**src/rtl/fabric_config_loader_if.sv**
```systemverilog
// Byte-wide configuration stream carrying the framed bitstream into the loader.
// Signals: in_valid (byte present), in_data (byte), in_ready (loader accepts).
// master = bitstream source, slave = fabric_config_loader.
interface fabric_config_loader_if #(
  parameter int DATA_W = 8
) ();
  logic              in_valid;
  logic [DATA_W-1:0] in_data;
  logic              in_ready;

  modport master (output in_valid, output in_data, input in_ready);
  modport slave  (input in_valid, input in_data, output in_ready);
endinterface

```
**src/rtl/fabric_config_loader.sv**
```systemverilog
// Parses the framed configuration bitstream and drives one-hot tile write strobes.
// Ports: conf/reset, in_stream (valid/ready byte stream), select_tile/address_tile/data_tile
//   write bus (1-cycle registered latency), sticky done/error status.
// Back-pressure: in_ready is high in every state but S_DONE, and depends on state only.
module fabric_config_loader #(
  parameter int NB_TILES = 4,
  parameter int ADDR_W   = 10,  // 9..16: upper bits come from H1[ADDR_W-9:0]
  parameter int DATA_W   = 8    // header fields use bits [7:0]
) (
  input  logic                    conf,
  input  logic                    reset,
  fabric_config_loader_if.slave   in_stream,
  output logic [NB_TILES-1:0]     select_tile,
  output logic [ADDR_W-1:0]       address_tile,
  output logic [DATA_W-1:0]       data_tile,
  output logic                    done,
  output logic                    error
);

  typedef enum logic [2:0] {
    S_TILE, S_AHI, S_ALO, S_CNT, S_DATA, S_SKIP, S_CHK, S_DONE
  } state_t;

  state_t              state;
  logic [7:0]          idx;       // tile index from H0
  logic                last;      // LAST flag from H1
  logic [ADDR_W-1:0]   addr;      // next write address inside the tile
  logic [7:0]          cnt;       // data bytes remaining minus one
  logic [DATA_W-1:0]   xor_acc;   // running checksum of H0..Dn
  logic                accept;
  logic [NB_TILES-1:0] sel_onehot;

  assign in_stream.in_ready = (state != S_DONE);
  assign accept             = in_stream.in_valid && in_stream.in_ready;

  always_comb begin
    sel_onehot = '0;
    for (int i = 0; i < NB_TILES; i++) begin
      sel_onehot[i] = (32'(idx) == i);
    end
  end

  always_ff @(posedge conf or posedge reset) begin
    if (reset) begin
      state        <= S_TILE;
      idx          <= '0;
      last         <= 1'b0;
      addr         <= '0;
      cnt          <= '0;
      xor_acc      <= '0;
      select_tile  <= '0;
      address_tile <= '0;
      data_tile    <= '0;
      done         <= 1'b0;
      error        <= 1'b0;
    end else begin
      // Strobe is a single-cycle pulse; address/data hold between writes.
      select_tile <= '0;
      if (accept) begin
        // Checksum byte itself is never folded in; it clears the sum instead.
        if (state != S_CHK) xor_acc <= xor_acc ^ in_stream.in_data;
        case (state)
          S_TILE: begin
            idx   <= in_stream.in_data[7:0];
            state <= S_AHI;
          end
          S_AHI: begin
            last                <= in_stream.in_data[7];
            addr[ADDR_W-1:8]    <= in_stream.in_data[ADDR_W-9:0];
            state               <= S_ALO;
          end
          S_ALO: begin
            addr[7:0] <= in_stream.in_data[7:0];
            state     <= S_CNT;
          end
          S_CNT: begin
            cnt <= in_stream.in_data[7:0];
            if (32'(idx) < NB_TILES) begin
              state <= S_DATA;
            end else begin
              // Out-of-range tile: consume the payload without strobing.
              state <= S_SKIP;
              error <= 1'b1;
            end
          end
          S_DATA: begin
            select_tile  <= sel_onehot;
            address_tile <= addr;
            data_tile    <= in_stream.in_data;
            addr         <= addr + 1'b1;  // wraps silently at 2^ADDR_W
            if (cnt == 8'd0) state <= S_CHK;
            else             cnt   <= cnt - 1'b1;
          end
          S_SKIP: begin
            if (cnt == 8'd0) state <= S_CHK;
            else             cnt   <= cnt - 1'b1;
          end
          S_CHK: begin
            if (in_stream.in_data != xor_acc) error <= 1'b1;
            xor_acc <= '0;
            if (last) begin
              state <= S_DONE;
              done  <= 1'b1;
            end else begin
              state <= S_TILE;
            end
          end
          default: state <= S_DONE;  // S_DONE never accepts
        endcase
      end
    end
  end

endmodule

```
**src/flat_wrapper.sv**
```systemverilog
// flat-port wrapper written by rule: the top's interface ports become plain ports
module fabric_config_loader_flat 
#(
  parameter int NB_TILES = 4,
  parameter int ADDR_W   = 10,                                               
  parameter int DATA_W   = 8                                   
)
  (conf, reset, select_tile, address_tile, data_tile, done, error, in_stream_in_valid, in_stream_in_data, in_stream_in_ready);
  fabric_config_loader_if #(.DATA_W(DATA_W)) in_stream_i ();
  input  logic conf;
  input  logic reset;
  output logic [NB_TILES-1:0] select_tile;
  output logic [ADDR_W-1:0] address_tile;
  output logic [DATA_W-1:0] data_tile;
  output logic done;
  output logic error;
  input wire logic [$bits(in_stream_i.in_valid)-1:0] in_stream_in_valid;
  input wire logic [$bits(in_stream_i.in_data)-1:0] in_stream_in_data;
  output wire logic [$bits(in_stream_i.in_ready)-1:0] in_stream_in_ready;
  assign in_stream_i.in_valid = in_stream_in_valid;
  assign in_stream_i.in_data = in_stream_in_data;
  assign in_stream_in_ready = in_stream_i.in_ready;
  fabric_config_loader #(.NB_TILES(NB_TILES), .ADDR_W(ADDR_W), .DATA_W(DATA_W)) u_core (.conf(conf), .reset(reset), .in_stream(in_stream_i), .select_tile(select_tile), .address_tile(address_tile), .data_tile(data_tile), .done(done), .error(error));
endmodule
```
**config.mk**
```make
export PLATFORM = sky130hd
export DESIGN_NAME = fabric_config_loader_flat
export DESIGN_NICKNAME = d
export VERILOG_FILES = /design/src/rtl/fabric_config_loader_if.sv /design/src/rtl/fabric_config_loader.sv /design/src/flat_wrapper.sv
export SDC_FILE = /design/constraint.sdc
export NUM_CORES = 1
export LEC_CHECK = 0
export CAP_MARGIN = 25
export CORE_MARGIN = 8
export CORE_UTILIZATION = 56
export CTS_BUF_LIST = sky130_fd_sc_hd__clkbuf_8 sky130_fd_sc_hd__clkbuf_16
export CTS_CLUSTER_SIZE = 24
export DETAILED_ROUTE_END_ITERATION = 6
export PLACE_DENSITY_LB_ADDON = 0.05
export SYNTH_ARGS = -nofsm -noshare
export SYNTH_HDL_FRONTEND = slang
export SYNTH_SLANG_ARGS = --single-unit
```
**constraint.sdc**
```tcl
create_clock -name conf -period 2.9 [get_ports conf]
set_input_delay 0.87 -clock conf [delete_from_list [all_inputs] [get_ports conf]]
set_output_delay 0.87 -clock conf [all_outputs]
set_load 0.05 [all_outputs]
```
==> Word-level counts from Yosys, hierarchy flattened <==
Cells that the tools add are included.
{ "op_classes": {"addsub": 2, "magnitude_cmp": 1, "n_eq_ne": 16, "n_mux": 15, "n_bitwise": 1, "reduce_logical": 20} }
{ "op_table": {"columns": ["cell", "count"], "rows": [
  ["$pmux 8 s2", 2],
  ["$mux 8", 3],
  ["$pmux 3 s6", 1],
  ["$eq 8x2->1 const B", 2],
  ["$logic_not 8->1", 2],
  ["$reduce_and 2->1", 7],
  ["$add 10x1->10 const B", 1],
  ["$reduce_bool 2->1", 5],
  ["$eq 3x3->1 const B", 3],
  ["$eq 8x1->1 const B", 1],
  ["$lt 8x3->1 const B", 1],
  ["$mux 4", 2],
  ["$ne 8x8->1", 1],
  ["$sub 8x1->8 const B", 1],
  ["$xor 8x8->8", 1],
  ["$eq 3x2->1 const B", 2],
  ["$mux 3", 2],
  ["$ne 3x3->1 const B", 2],
  ["$reduce_and 3->1", 2],
  ["$ne 2x1->1 const B", 2],
  ["$ne 2x2->1 const B", 2],
  ["$pmux 2 s2", 1],
  ["$reduce_and 4->1", 1],
  ["$eq 3x1->1 const B", 1],
  ["other kinds (5)", 7]
]} }
{ "word_totals": {"regBits": 62, "input_bits": 11} }

==> Longest topological paths before layout <==
{ "logic_depth": {"ltp_word": 4, "mapped_depth": 6, "depth_no_buf": 6} }

==> Least setup slack after synthesis <==
Ideal clock, no wire load.
{ "synth_path": {"path_kind": "reg2out", "from": "register u_core.state[0]", "to": "output port in_stream_in_ready", "arrival_time_ps": 1066, "slack_ps": 964, "stages_incl_launch_ff": 3, "path_buffers": 1, "cell_sequence": "dfrtp_1 -> buf_2 -> nand3_1"} }
{ "synth_between": {"elab_chain_len": 1} }
{ "synth_lines": {"columns": ["item", "line", "text"], "rows": [
  ["start, declared", "fabric_config_loader.sv:24", "state_t state;"],
  ["start signal, assigned", "fabric_config_loader.sv:45", "state <= S_TILE;"],
  ["start signal, assigned", "fabric_config_loader.sv:65", "state <= S_AHI;"],
  ["start signal, assigned", "fabric_config_loader.sv:70", "state <= S_ALO;"],
  ["$ne 3x3->1", "fabric_config_loader.sv:33", "assign in_stream.in_ready = (state != S_DONE);"],
  ["end, declared", "flat_wrapper.sv:19", "output wire logic [$bits(in_stream_i.in_ready)-1:0] in_stream_in_ready;"]
]} }
Every way passes these cells.

==> Final worst setup path <==
{ "layout_path": {"from": "register u_core.state[1]", "to": "output port in_stream_in_ready"} }
Same word-level chain as after synthesis.

==> flow_summary.json <==
{
  "run_status": "completed",
  "layout-area-overhead-vs-synth_pct": 21.4,
  "path_class": "register to output port",
  "max-clock-path-buffers": 2,
  "fp-row-count": 27,
  "dpl_worst_slack_ns": 0.301,
  "cellPowerDensity_nw_per_um2": 1170,
  "core_um2": 5510,
  "setup-violations-final": 0,
  "cts.hold.buffers_added": 0,
  "vias": 2572,
  "grt_pass1_vias": 2448,
  "cts_repair_resize_count": 0,
  "timing.critical_path.to_type": "output port",
  "syn_area_um2": 3200,
  "synthesis.instances": 306,
  "share_of_final_layout_standard_cells_stronger_than_drive_strength_1_pct": 17.8,
  "route.detailed.vias_per_inst": 6.04,
  "crit_fanout": 3,
  "design.die.area_um2": 8390,
  "detail_route.wl_per_cell_um": 18.2,
  "hold_path_class": "register to register",
  "grt_setup_unrepaired": "no",
  "postPlaceCellArea_um2": 3660,
  "worst-endpoint-arrival_ns": 1.72,
  "mapped_nets": 320,
  "globalRouteOverflowTotal": 0,
  "firstDrtPassIters": 5,
  "grt_max_degree": 44,
  "yosys.cell_types.count": 62,
  "tritoncts": "built",
  "grt.met1_usage_pct": 25.1,
  "worstHoldPathCells": 2,
  "clock_tree.htree_level_count": 3,
  "cts_setup_buffers": 0,
  "insertedDiodeCount": 0,
  "vdd.ir_drop.worst_v": 0.000668,
  "p_leak_nw": 1.68,
  "die_h_um": 91.6,
  "detailed_route_wire_length_um": 7740,
  "fraction_of_synthesis_flops_using_an_asynchronous_set_or_reset_pin_pct": 100,
  "netlist.area_leader.share_pct": 48.5,
  "timing.fmax_ghz": 0.385,
  "boundaryPins": 36,
  "globalRouteMet3Util_pct": 7.49,
  "tightest_slew_ns": 0.614,
  "port-buffer-count": 35,
  "nets": 364,
  "number_of_warnings_printed_during_yosys_synthesis": 0,
  "dp_hpwl_um": 5360,
  "fin_crit_sh_pct": 89.5,
  "start_util_pct": 58.1,
  "synth_common_cells": "sky130_fd_sc_hd__dfrtp_1, sky130_fd_sc_hd__o21ai_0, sky130_fd_sc_hd__nand2_1",
  "slew_viol_final": 0,
  "final_hold_viol_count": 0,
  "grt_pass1_wl_um": 12700,
  "cts_num_sinks": 62,
  "ys_seq_area_share_pct": 48.5,
  "antenna_violations_before_repair": 0,
  "leading_post_synthesis_cells_by_cell_area": "sky130_fd_sc_hd__dfrtp_1, sky130_fd_sc_hd__mux2_2, sky130_fd_sc_hd__o21ai_0",
  "drtAntennaViolNets": 0,
  "reg2reg_depth": 4,
  "period_minus_slack_ns": 2.59,
  "setup_slack_ns": 0.305,
  "ctsRootBufferMaster": "sky130_fd_sc_hd__clkbuf_8",
  "ys_ff_latch": 62,
  "ys.flop_type": "sky130_fd_sc_hd__dfrtp_1",
  "clock-skew-final_ns": 0.00804,
  "cts_made_buffers": 9,
  "design_power_w": 0.00455,
  "cap_violations": 0,
  "grt.met2_usage_pct": 28.5,
  "clkLatencyLatePin_ns": 0.35,
  "critical_path_data_required_time_ns": 2.03,
  "grt_util_all_layers_pct": 19.3,
  "edff_count_synth": 0,
  "post-synth-top-area-cell": "sky130_fd_sc_hd__dfrtp_1",
  "syn_area_per_cell_um2": 10.5,
  "place_congestion": 0.881,
  "synth.most_common_cell": "sky130_fd_sc_hd__dfrtp_1",
  "timing.setup.tns_ns": 0,
  "drt_first_iter_violations": 161,
  "grt_most_used_layer": "met2",
  "startpoint_class_of_the_critical_path": "register",
  "drcViolationCount": 0,
  "max-slew-margin-rel_pct": 59.0,
  "postLayoutCoreUtil_pct": 70.6,
  "clk_pin_slew_worst_paths_ns": 0.07,
  "nFillCells": 406,
  "die_width_um": 91.6,
  "finalInstanceArea_um2": 3880
}
## cells by family (layout without fill, tap and decap cells)
group / Yosys count / count (layout) / synth area share (%)
compound gates: 85 / 85 / 17.9
buf+inv: 26 / 74 / 3.99
fa+ha+maj: 3 / 3 / 1.17
xor+xnor: 6 / 6 / 1.64
simple gates: 100 / 100 / 17.4
mux: 24 / 24 / 9.35
flops: 62 / 62 / 48.5
## worst max-delay path, stage by stage, from the launching register on
cell                              delay (ns)
sky130_fd_sc_hd__dfrtp_1                0.41
sky130_fd_sc_hd__nand3_1                0.14
sky130_fd_sc_hd__clkdlybuf4s50_1        0.83
## per-stage QoR
stage                     hold slack [ns]  cells
after floorplan                     0.452    306
after global placement              0.463    411
after detailed placement            0.471    411
after CTS                           0.487    426
after global routing                0.499    426
final                               0.483    426
## cells in the final DEF, fill, tap and decap left out, types with 7 or more instances in the layout
cell type,count
sky130_fd_sc_hd__nand3_1,7
sky130_fd_sc_hd__clkbuf_8,11
sky130_fd_sc_hd__nand2_1,28
sky130_fd_sc_hd__clkdlybuf4s50_1,35
sky130_fd_sc_hd__inv_1,10
sky130_fd_sc_hd__buf_4,12
sky130_fd_sc_hd__a21oi_1,15
sky130_fd_sc_hd__nor2_1,21
sky130_fd_sc_hd__mux2_2,15
sky130_fd_sc_hd__nor3_1,12
sky130_fd_sc_hd__mux2_4,8
sky130_fd_sc_hd__dfrtp_1,62
sky130_fd_sc_hd__o21ai_0,31
## final cells by class
| type | instances | area (µm²) | area share, % |
|---|---|---|---|
| clock inverter | 4 | 70.1 | 1.80 |
| clock buffer | 11 | 151 | 3.90 |
| tap | 72 | 90.1 | 2.32 |
| timing repair buffer | 48 | 460 | 11.9 |
| sequential | 62 | 1550 | 39.9 |
| inverter | 11 | 41.3 | 1.06 |
| multi-input combinational | 218 | 1520 | 39.1 |
## metal layers
layer	part of all wire (%)	vias up
met4	1.7	0
met5	0	-
met2	45	114
li1	-	1202
met3	7.9	13
met1	46	1243
## flip-flops by register name, summed over array words and instances, names as in the netlist
name	cells
u_core.addr	10
u_core.state	3
u_core.last	1
u_core.idx	8
u_core.error	1
u_core.select_tile	4
u_core.data_tile	8
u_core.done	1
u_core.address_tile	10
u_core.xor_acc	8
u_core.cnt	8
## final timing paths
path / from / to / slack, ns
worst max-delay path: u_core.state[1] / in_stream_in_ready / 0.31
worst min-delay path: u_core.address_tile[6] / u_core.address_tile[6] / 0.48
worst max register to register: u_core.state[2] / u_core.data_tile[7] / 0.89
worst min register to register: u_core.address_tile[6] / u_core.address_tile[6] / 0.48
max in group asynchronous: reset / u_core.addr[6] / 1.48
min in group asynchronous: reset / u_core.data_tile[4] / 0.84
## power by group
group / leakage, nW / internal (W) / switching [W]
clock network: 0.115 / 0.000523 / 0.000332
logic: 0.818 / 0.000846 / 0.00125
registers: 0.747 / 0.00125 / 0.000349
total: 1.68 / 0.00262 / 0.00193
Note: power is estimated with default switching activity, not from simulation.
